## src/rtl/mr_wb_arb.sv

```systemverilog
// Two-requester Wishbone pipelined arbiter: m0 (load/store) and m1 (fetch) share one slave bus.
// Round-robin on ties, no preemption, and a watchdog that aborts a bus cycle the slave never answers.
module mr_wb_arb #(
   parameter int unsigned XLEN    = 32,
   parameter int unsigned AW      = 30,
   parameter int unsigned TIMEOUT = 255
) (
   input  logic              clk,
   input  logic              reset,
   input  logic              m0_cyc_i,
   input  logic              m0_stb_i,
   input  logic              m0_we_i,
   input  logic [AW-1:0]     m0_addr_i,
   input  logic [XLEN/8-1:0] m0_sel_i,
   input  logic [XLEN-1:0]   m0_dat_i,
   output logic              m0_ack_o,
   output logic              m0_err_o,
   output logic              m0_stall_o,
   output logic [XLEN-1:0]   m0_dat_o,
   input  logic              m1_cyc_i,
   input  logic              m1_stb_i,
   input  logic              m1_we_i,
   input  logic [AW-1:0]     m1_addr_i,
   input  logic [XLEN/8-1:0] m1_sel_i,
   input  logic [XLEN-1:0]   m1_dat_i,
   output logic              m1_ack_o,
   output logic              m1_err_o,
   output logic              m1_stall_o,
   output logic [XLEN-1:0]   m1_dat_o,
   output logic              s_cyc_o,
   output logic              s_stb_o,
   output logic              s_we_o,
   output logic [AW-1:0]     s_addr_o,
   output logic [XLEN/8-1:0] s_sel_o,
   output logic [XLEN-1:0]   s_dat_o,
   input  logic              s_ack_i,
   input  logic              s_err_i,
   input  logic              s_stall_i,
   input  logic [XLEN-1:0]   s_dat_i,
   output logic [1:0]        grant_o
);

   localparam logic [15:0] WdogMax = 16'(TIMEOUT);

   typedef enum logic [1:0] {StIdle, StOwn0, StOwn1} state_e;

   state_e      state_q, state_d;
   logic        last_grant_q, last_grant_d;
   logic [15:0] wdog_q, wdog_d;

   logic own0, own1, own_cyc, oth_cyc, timeout;

   assign own0    = (state_q == StOwn0);
   assign own1    = (state_q == StOwn1);
   assign own_cyc = own1 ? m1_cyc_i : m0_cyc_i;
   assign oth_cyc = own1 ? m0_cyc_i : m1_cyc_i;
   assign timeout = (own0 | own1) && (wdog_q == WdogMax);

   assign grant_o  = {own1, own0};
   assign m0_dat_o = s_dat_i;
   assign m1_dat_o = s_dat_i;

   // Bus mux: driven only from the registered owner, never from live requests.
   always_comb begin
      s_cyc_o    = 1'b0;
      s_stb_o    = 1'b0;
      s_we_o     = 1'b0;
      s_addr_o   = '0;
      s_sel_o    = '0;
      s_dat_o    = '0;
      m0_ack_o   = 1'b0;
      m0_err_o   = 1'b0;
      m0_stall_o = m0_cyc_i;
      m1_ack_o   = 1'b0;
      m1_err_o   = 1'b0;
      m1_stall_o = m1_cyc_i;
      unique case (state_q)
         StOwn0: begin
            s_cyc_o    = m0_cyc_i & ~timeout;
            s_stb_o    = m0_stb_i & ~timeout;
            s_we_o     = m0_we_i;
            s_addr_o   = m0_addr_i;
            s_sel_o    = m0_sel_i;
            s_dat_o    = m0_dat_i;
            m0_ack_o   = s_ack_i;
            m0_err_o   = s_err_i | timeout;
            m0_stall_o = s_stall_i;
         end
         StOwn1: begin
            s_cyc_o    = m1_cyc_i & ~timeout;
            s_stb_o    = m1_stb_i & ~timeout;
            s_we_o     = m1_we_i;
            s_addr_o   = m1_addr_i;
            s_sel_o    = m1_sel_i;
            s_dat_o    = m1_dat_i;
            m1_ack_o   = s_ack_i;
            m1_err_o   = s_err_i | timeout;
            m1_stall_o = s_stall_i;
         end
         default: ;
      endcase
   end

   always_comb begin
      state_d      = state_q;
      last_grant_d = last_grant_q;
      wdog_d       = wdog_q;
      unique case (state_q)
         StIdle: begin
            wdog_d = '0;
            if (m0_cyc_i && m1_cyc_i) begin
               state_d = last_grant_q ? StOwn0 : StOwn1;
            end else if (m0_cyc_i) begin
               state_d = StOwn0;
            end else if (m1_cyc_i) begin
               state_d = StOwn1;
            end
         end
         StOwn0, StOwn1: begin
            if (s_ack_i || s_err_i) begin
               wdog_d = '0;
            end else if (s_cyc_o && (wdog_q != WdogMax)) begin
               wdog_d = wdog_q + 16'd1;
            end
            if (timeout) begin
               state_d      = StIdle;
               last_grant_d = own1;
            end else if (!own_cyc) begin
               state_d      = oth_cyc ? (own1 ? StOwn0 : StOwn1) : StIdle;
               last_grant_d = own1;
            end
         end
         default: state_d = StIdle;
      endcase
      // A new owner starts with a fresh watchdog budget.
      if (state_d != state_q) begin
         wdog_d = '0;
      end
   end

   always_ff @(posedge clk) begin
      if (reset) begin
         state_q      <= StIdle;
         last_grant_q <= 1'b1;
         wdog_q       <= '0;
      end else begin
         state_q      <= state_d;
         last_grant_q <= last_grant_d;
         wdog_q       <= wdog_d;
      end
   end

endmodule

```

## config.mk

```make
export PLATFORM = sky130hd
export DESIGN_NAME = mr_wb_arb
export DESIGN_NICKNAME = d
export VERILOG_FILES = /design/src/rtl/mr_wb_arb.sv
export SDC_FILE = /design/constraint.sdc
export NUM_CORES = 1
export LEC_CHECK = 0
export ABC_AREA = 1
export CELL_PAD_IN_SITES_DETAIL_PLACEMENT = 1
export CELL_PAD_IN_SITES_GLOBAL_PLACEMENT = 2
export CORE_ASPECT_RATIO = 0.6
export CORE_UTILIZATION = 11
export CTS_CLUSTER_SIZE = 14
export DETAILED_ROUTE_END_ITERATION = 8
export PLACE_DENSITY = 0.87
export SYNTH_ARGS = -nofsm -noshare
export SYNTH_HDL_FRONTEND = slang
export SYNTH_SLANG_ARGS = --single-unit
```

## constraint.sdc

```tcl
create_clock -name clk -period 2.7 [get_ports clk]
set_input_delay 0.675 -clock clk [delete_from_list [all_inputs] [get_ports clk]]
set_output_delay 0.675 -clock clk [all_outputs]
set_load 0.05 [all_outputs]
```

==> impl_metrics.json, run 1 <==
{
  "status": "finished clean",
  "dp_slack_ns": 0.08355,
  "cts.sink_count": 19,
  "ys_seq_area_share_pct": 13.17,
  "placed_cell_area_sq_um": 5927,
  "clock_skew_ns": 0.005479,
  "ios": 316,
  "setup_tns_ns": 0,
  "synth_edf_count": 0,
  "slew_headroom_pct": 72.75,
  "hold_class": "reg2reg",
  "setup_viol": 0,
  "postRouteAntennaNets": 0,
  "cts-root-buf": "clkbuf_16",
  "io_buffer_count": 219,
  "die_h_microns": 127.5,
  "grt-ovfl-total": 0,
  "core_sq_um": 25560,
  "instances_no_fill": 1039,
  "arrival_ns": 1.92,
  "post_cts_buffers": 0,
  "finalNetCount": 868,
  "grt_util_all_layers_pct": 10.40,
  "p_leak_nw": 2.143,
  "maxSlewViolCount": 0,
  "die_area_sq_um": 26940,
  "synth_area_per_cell_sq_um": 5.430,
  "hold_violations": 0,
  "layout_common_cells": "nand2_1 (189), clkdlybuf4s50_1 (142), buf_12 (82)",
  "ys_ff_latch": 19,
  "cp-start-kind": "flop",
  "grt_first_pass_wirelength_microns": 21940,
  "ctsHoldBuffers": 0,
  "wl_microns": 14690,
  "initial_core_util_pct": 11.30,
  "drt-initial-drc-count": 181,
  "wl_met3_microns": 1199,
  "drtPass1Iterations": 4,
  "multiInputGateArea_sq_um": 1769,
  "swShare_pct": 46.09,
  "grt_max_degree": 38,
  "crit_fanout": 32,
  "pwr_density_cell_nw_per_um2": 375.2,
  "switchingPower_mw": 1.046,
  "power_frac_comb_pct": 72.6,
  "synthArstFlopShare_pct": 0,
  "num_vias": 3812,
  "ff2ff_path_depth": 13,
  "clk_path_buf_depth": 2,
  "holdWs_ns": 0.4898,
  "top_layer": "met4",
  "first_global_vias": 3940,
  "peakVddDrop_mv": 0.1796,
  "stdcell_area_sq_um": 6051,
  "cts_buffers": 3,
  "areaGrowthSynthToFinish_pct": 109.4,
  "critPathRequiredTime_ns": 2.03,
  "crit_path_end_kind": "output port",
  "layout_commonest_cell": "nand2_1",
  "period_share_pct": 96.16,
  "clock_latency_ns": 0.26,
  "pwr-share-seq_pct": 13.1,
  "rows": 45,
  "syn_area_sq_um": 2889,
  "fillers": 3111,
  "antenna_found_initial": 0,
  "tightest_slew_ns": 0.4100,
  "min_path_cells": 2,
  "seq_area_sq_um": 381.6,
  "yosys_most_used_dff": "dfxtp_1",
  "cts_tree": "done",
  "crit_type": "reg2out",
  "wl_met1_microns": 6702,
  "drive_above_1_share_pct": 20.96,
  "wl_met2_microns": 6673,
  "clk_pin_slew_ns": 0.06,
  "netlist_instances": 532,
  "drcViolationCount": 0,
  "p_total_mw": 2.270,
  "ys_types": 28,
  "die_w_microns": 211.2,
  "wire_per_inst_microns": 14.14,
  "fin_crit_ns": 2.596,
  "synth_nets": 712,
  "rsz0062_at_grt": "no",
  "synth_warnings": 0,
  "gp_congestion": 0.7593,
  "htreeDepth": 1,
  "worst_slack_ns": 0.1037,
  "p_int_mw": 1.224,
  "utilization_pct": 23.67,
  "dp_cells": 1035,
  "max_freq_mhz": 385.2,
  "dp_hpwl_microns": 12200,
  "n_antenna_cell": 0,
  "cap_violations": 0,
  "clock_power_share_pct": 14.4,
  "routed_via_density": 3.669
}
-- kinds of logic after synthesis --
kind of cell,Yosys count,share of synthesized area [%]
adders and majority gates,5,2.165
xor gates and xnor gates,1,0.3032
DFF,19,13.17
AOI/OAI and AO/OA,100,17.50
buffers and inverters,136,27.07
and+or+nand+nor,271,39.80
-- routing by layer --
metal / global-route usage (%) / vias up
met5: 0 / -
met3: 3.564 / 6
met4: 1.833 / 0
met2: 16.43 / 148
li1: - / 1915
met1: 13.75 / 1743
-- cell usage after synthesis, types with 3 or more instances --
cell | n | area, sq um
nand4_1 | 5 | 31.28
buf_1 | 4 | 15.01
nor2_2 | 12 | 75.07
dfxtp_1 | 19 | 380.4
nand2_2 | 5 | 31.28
nor2_1 | 31 | 116.4
nand3_1 | 18 | 90.09
buf_4 | 66 | 495.5
inv_1 | 41 | 153.9
ha_1 | 5 | 62.56
nor3_1 | 3 | 15.01
a21oi_1 | 78 | 390.4
clkbuf_1 | 19 | 71.32
o21ai_0 | 18 | 90.09
buf_6 | 3 | 33.78
nand2_1 | 189 | 709.4
-- power by group through the flow --
stage | clock (mW) | combinational, mW | sequential, mW
6_report | 0.326 | 1.65 | 0.297
5_1_grt | 0.352 | 1.76 | 0.298
3_5_place_dp | 0 | 1.65 | 0.302
2_1_floorplan | 0 | 1.02 | 0.299
4_1_cts | 0.341 | 1.66 | 0.295
3_3_place_gp | 0 | 1.63 | 0.301
-- critical path, stage by stage (launching register included) --
cell	delay, ns
dfxtp_1	0.40
inv_2	0.11
ha_1	0.36
inv_4	0.10
buf_12	0.17
buf_4	0.17
a21oi_2	0.17
buf_12	0.16
-- cell type report --
type | count | area share (%)
well taps | 352 | 7.279
inverters | 43 | 2.709
repair buffers | 244 | 53.16
clock buffers | 4 | 1.303
multi-input cells | 377 | 29.24
flip-flops and latches | 19 | 6.307
-- what timing repair did --
item                       CTS  global route
setup endpoints to repair    7            22
pin swaps                    0             0
gates resized for setup      2            11
-- worst paths after layout --
| check | from | end | slack, ns |
|---|---|---|---|
| worst max register to register | state_q[0] | wdog_q[5] | 0.44 |
| worst min-delay path | last_grant_q | last_grant_q | 0.49 |
| worst min register to register | last_grant_q | last_grant_q | 0.49 |
| worst max-delay path | state_q[0] | s_dat_o[26] | 0.10 |
-- state kept, by name, indices dropped and copies added (netlist names) --
signal,cells
last_grant_q,1
state_q,2
wdog_q,16
No activity file was read; power rests on OpenSTA's default activity.
==> run 2: changes to the inputs <==
--- a/config.mk
+++ b/config.mk
@@ -13,6 +13,7 @@
 export CTS_CLUSTER_SIZE = 14
 export DETAILED_ROUTE_END_ITERATION = 8
 export PLACE_DENSITY = 0.87
+export RECOVER_POWER = 100
 export SYNTH_ARGS = -nofsm -noshare
 export SYNTH_HDL_FRONTEND = slang
 export SYNTH_SLANG_ARGS = --single-unit
==> run 2 against run 1 <==
Compared with the run above:
- sequential power barely moved
- cell count unchanged
- hold slack hardly changed
- via count shrank 0.18%
- global-route usage unchanged
- clock-buffer cell count unchanged
- largest cell class unchanged
- largest power group unchanged
==> impl_metrics.json, run 2 (same netlist as run 1, synthesis figures left out) <==
{
  "status": "finished clean",
  "arrival_ns": 1.92,
  "pwr_density_cell_nw_per_um2": 380.5,
  "rows": 45,
  "cts_tree": "done",
  "largest-register": "wdog_q",
  "io_buffer_count": 219,
  "die_h_microns": 127.5,
  "n_antenna_cell": 0,
  "cpMostUsedCell": "buf_12",
  "maxSlewViolCount": 0,
  "worst_slack_ns": 0.1022,
  "clock_power_share_pct": 15.2,
  "seq_area_sq_um": 381.6,
  "fillers": 3158,
  "areaGrowthSynthToFinish_pct": 95.67,
  "finalNetCount": 868,
  "critPathRequiredTime_ns": 2.03,
  "drive_above_1_share_pct": 19.65,
  "peakVddDrop_mv": 0.1755,
  "grt_first_pass_wirelength_microns": 21940,
  "cts.sink_count": 19,
  "cts-root-buf": "clkbuf_16",
  "drt-initial-drc-count": 172,
  "pwr-share-seq_pct": 13.8,
  "ios": 316,
  "crit_chain": "inv_2 -> ha_1 -> inv_4 -> buf_12 -> buf_4 -> a21oi_2 -> buf_12",
  "clk_pin_slew_ns": 0.06,
  "period_share_pct": 96.22,
  "reg.largest.list": "wdog_q: 16 flops, state_q: 2 flops, last_grant_q: 1 flops",
  "p_leak_nw": 2.087,
  "grt_util_all_layers_pct": 10.40,
  "cp-start-kind": "flop",
  "p_total_mw": 2.151,
  "core_sq_um": 25560,
  "clock_latency_ns": 0.26,
  "dp_slack_ns": 0.08355,
  "fin_crit_ns": 2.598,
  "crit_path_end_kind": "output port",
  "dp_cells": 1035,
  "ff2ff_path_depth": 13,
  "setup_tns_ns": 0,
  "layout_commonest_cell": "nand2_1",
  "routed_via_density": 3.662,
  "min_path_cells": 2,
  "switchingPower_mw": 1.027,
  "die_area_sq_um": 26940,
  "largest_reg_flops": 16,
  "tightest_slew_ns": 0.5286,
  "wl_microns": 14690,
  "p_int_mw": 1.124,
  "power_frac_comb_pct": 71.0,
  "crit_type": "reg2out",
  "antenna_found_initial": 0,
  "reg2reg_to": "wdog_q[5]",
  "drcViolationCount": 0,
  "max_freq_mhz": 384.9,
  "clk_path_buf_depth": 2,
  "hold_class": "reg2reg",
  "cap_violations": 0,
  "setup_viol": 0,
  "initial_core_util_pct": 11.30,
  "rsz0062_at_grt": "no",
  "swShare_pct": 47.73,
  "multiInputGateArea_sq_um": 1762,
  "slew_headroom_pct": 64.70,
  "worst_hold_path.endpoint": "last_grant_q",
  "hold_violations": 0,
  "num_vias": 3805,
  "crit_fanout": 32,
  "cts_buffers": 3,
  "hp-start": "last_grant_q",
  "postRouteAntennaNets": 0,
  "grt-ovfl-total": 0,
  "wire_per_inst_microns": 14.14,
  "crit_slowest_cell": "dfxtp_1",
  "r2r_start": "state_q[0]",
  "layout_common_cells": "nand2_1 (191), clkdlybuf4s50_1 (141), a21oi_1 (72)",
  "r2r_slack_ns": 0.38,
  "instances_no_fill": 1039,
  "critPathMaxStageDelay_ns": 0.40,
  "clock_skew_ns": 0.005504,
  "drtPass1Iterations": 4,
  "dp_hpwl_microns": 12200,
  "htreeDepth": 1,
  "grt_max_degree": 38,
  "die_w_microns": 211.2,
  "gp_congestion": 0.7593,
  "first_global_vias": 3940
}
-- run 2: worst max path at each step --
stage               startpoint  depth (start not counted)  slack [ns]      endpoint
floorplan           state_q[1]                          6       0.003  s_addr_o[10]
global placement      m0_cyc_i                          8        0.11       s_cyc_o
detailed placement    m0_cyc_i                          8        0.08       s_cyc_o
CTS                 state_q[0]                          7       -0.04   s_dat_o[13]
global route        state_q[1]                          7       0.006    s_dat_o[8]
finish              state_q[0]                          7        0.10   s_dat_o[26]
-- run 2: critical path, delay by kind of cell (launching register included) --
| family | cells | cell delay, ns |
|---|---|---|
| buffers and inverters | 5 | 0.71 |
| adders and majority gates | 1 | 0.36 |
| AOI/OAI and AO/OA | 1 | 0.17 |
| DFF | 1 | 0.40 |
-- run 2: metrics by stage --
step           hold slack, ns  utilization, %  area, sq um
2_1_floorplan          0.4365               -         2889
3_3_place_gp           0.4642           23.19         5927
3_5_place_dp           0.4743           23.19         5927
4_1_cts                0.4882           23.52         6012
5_1_grt                0.5230           22.11         5653
6_report               0.4899           22.11         5653
-- run 2: cell type report --
class,count,share of cell area (%)
Sequential cell,19,6.751
Inverter,43,2.900
Timing Repair Buffer,244,50.00
Clock buffer,4,1.394
Multi-Input combinational cell,377,31.16
Tap cell,352,7.791
-- run 2: timing repair --
| action | CTS | global route |
|---|---|---|
| setup buffers | 0 | 0 |
| endpoints found under the setup margin | 7 | 22 |
| gates resized for setup | 2 | 11 |
| hold buffers | 0 | 0 |
-- run 2: metal layers --
layer  share of wire (%)  global-route usage, %  vias up  wire length [microns]
met2                  45                  16.43      143                   6660
li1                    -                      -     1916                      -
met5                   0                      0        -                      0
met3                 7.8                  3.564        6                   1149
met1                  46                  13.75     1740                   6777
met4                0.68                  1.833        0                    100
-- run 2: power by group through the flow --
stage	combinational (mW)	clock, mW	sequential, mW
after floorplan	1.02	0	0.299
after global placement	1.63	0	0.301
after detailed placement	1.65	0	0.302
after CTS	1.66	0.341	0.295
after global routing	1.64	0.352	0.298
final	1.53	0.326	0.297
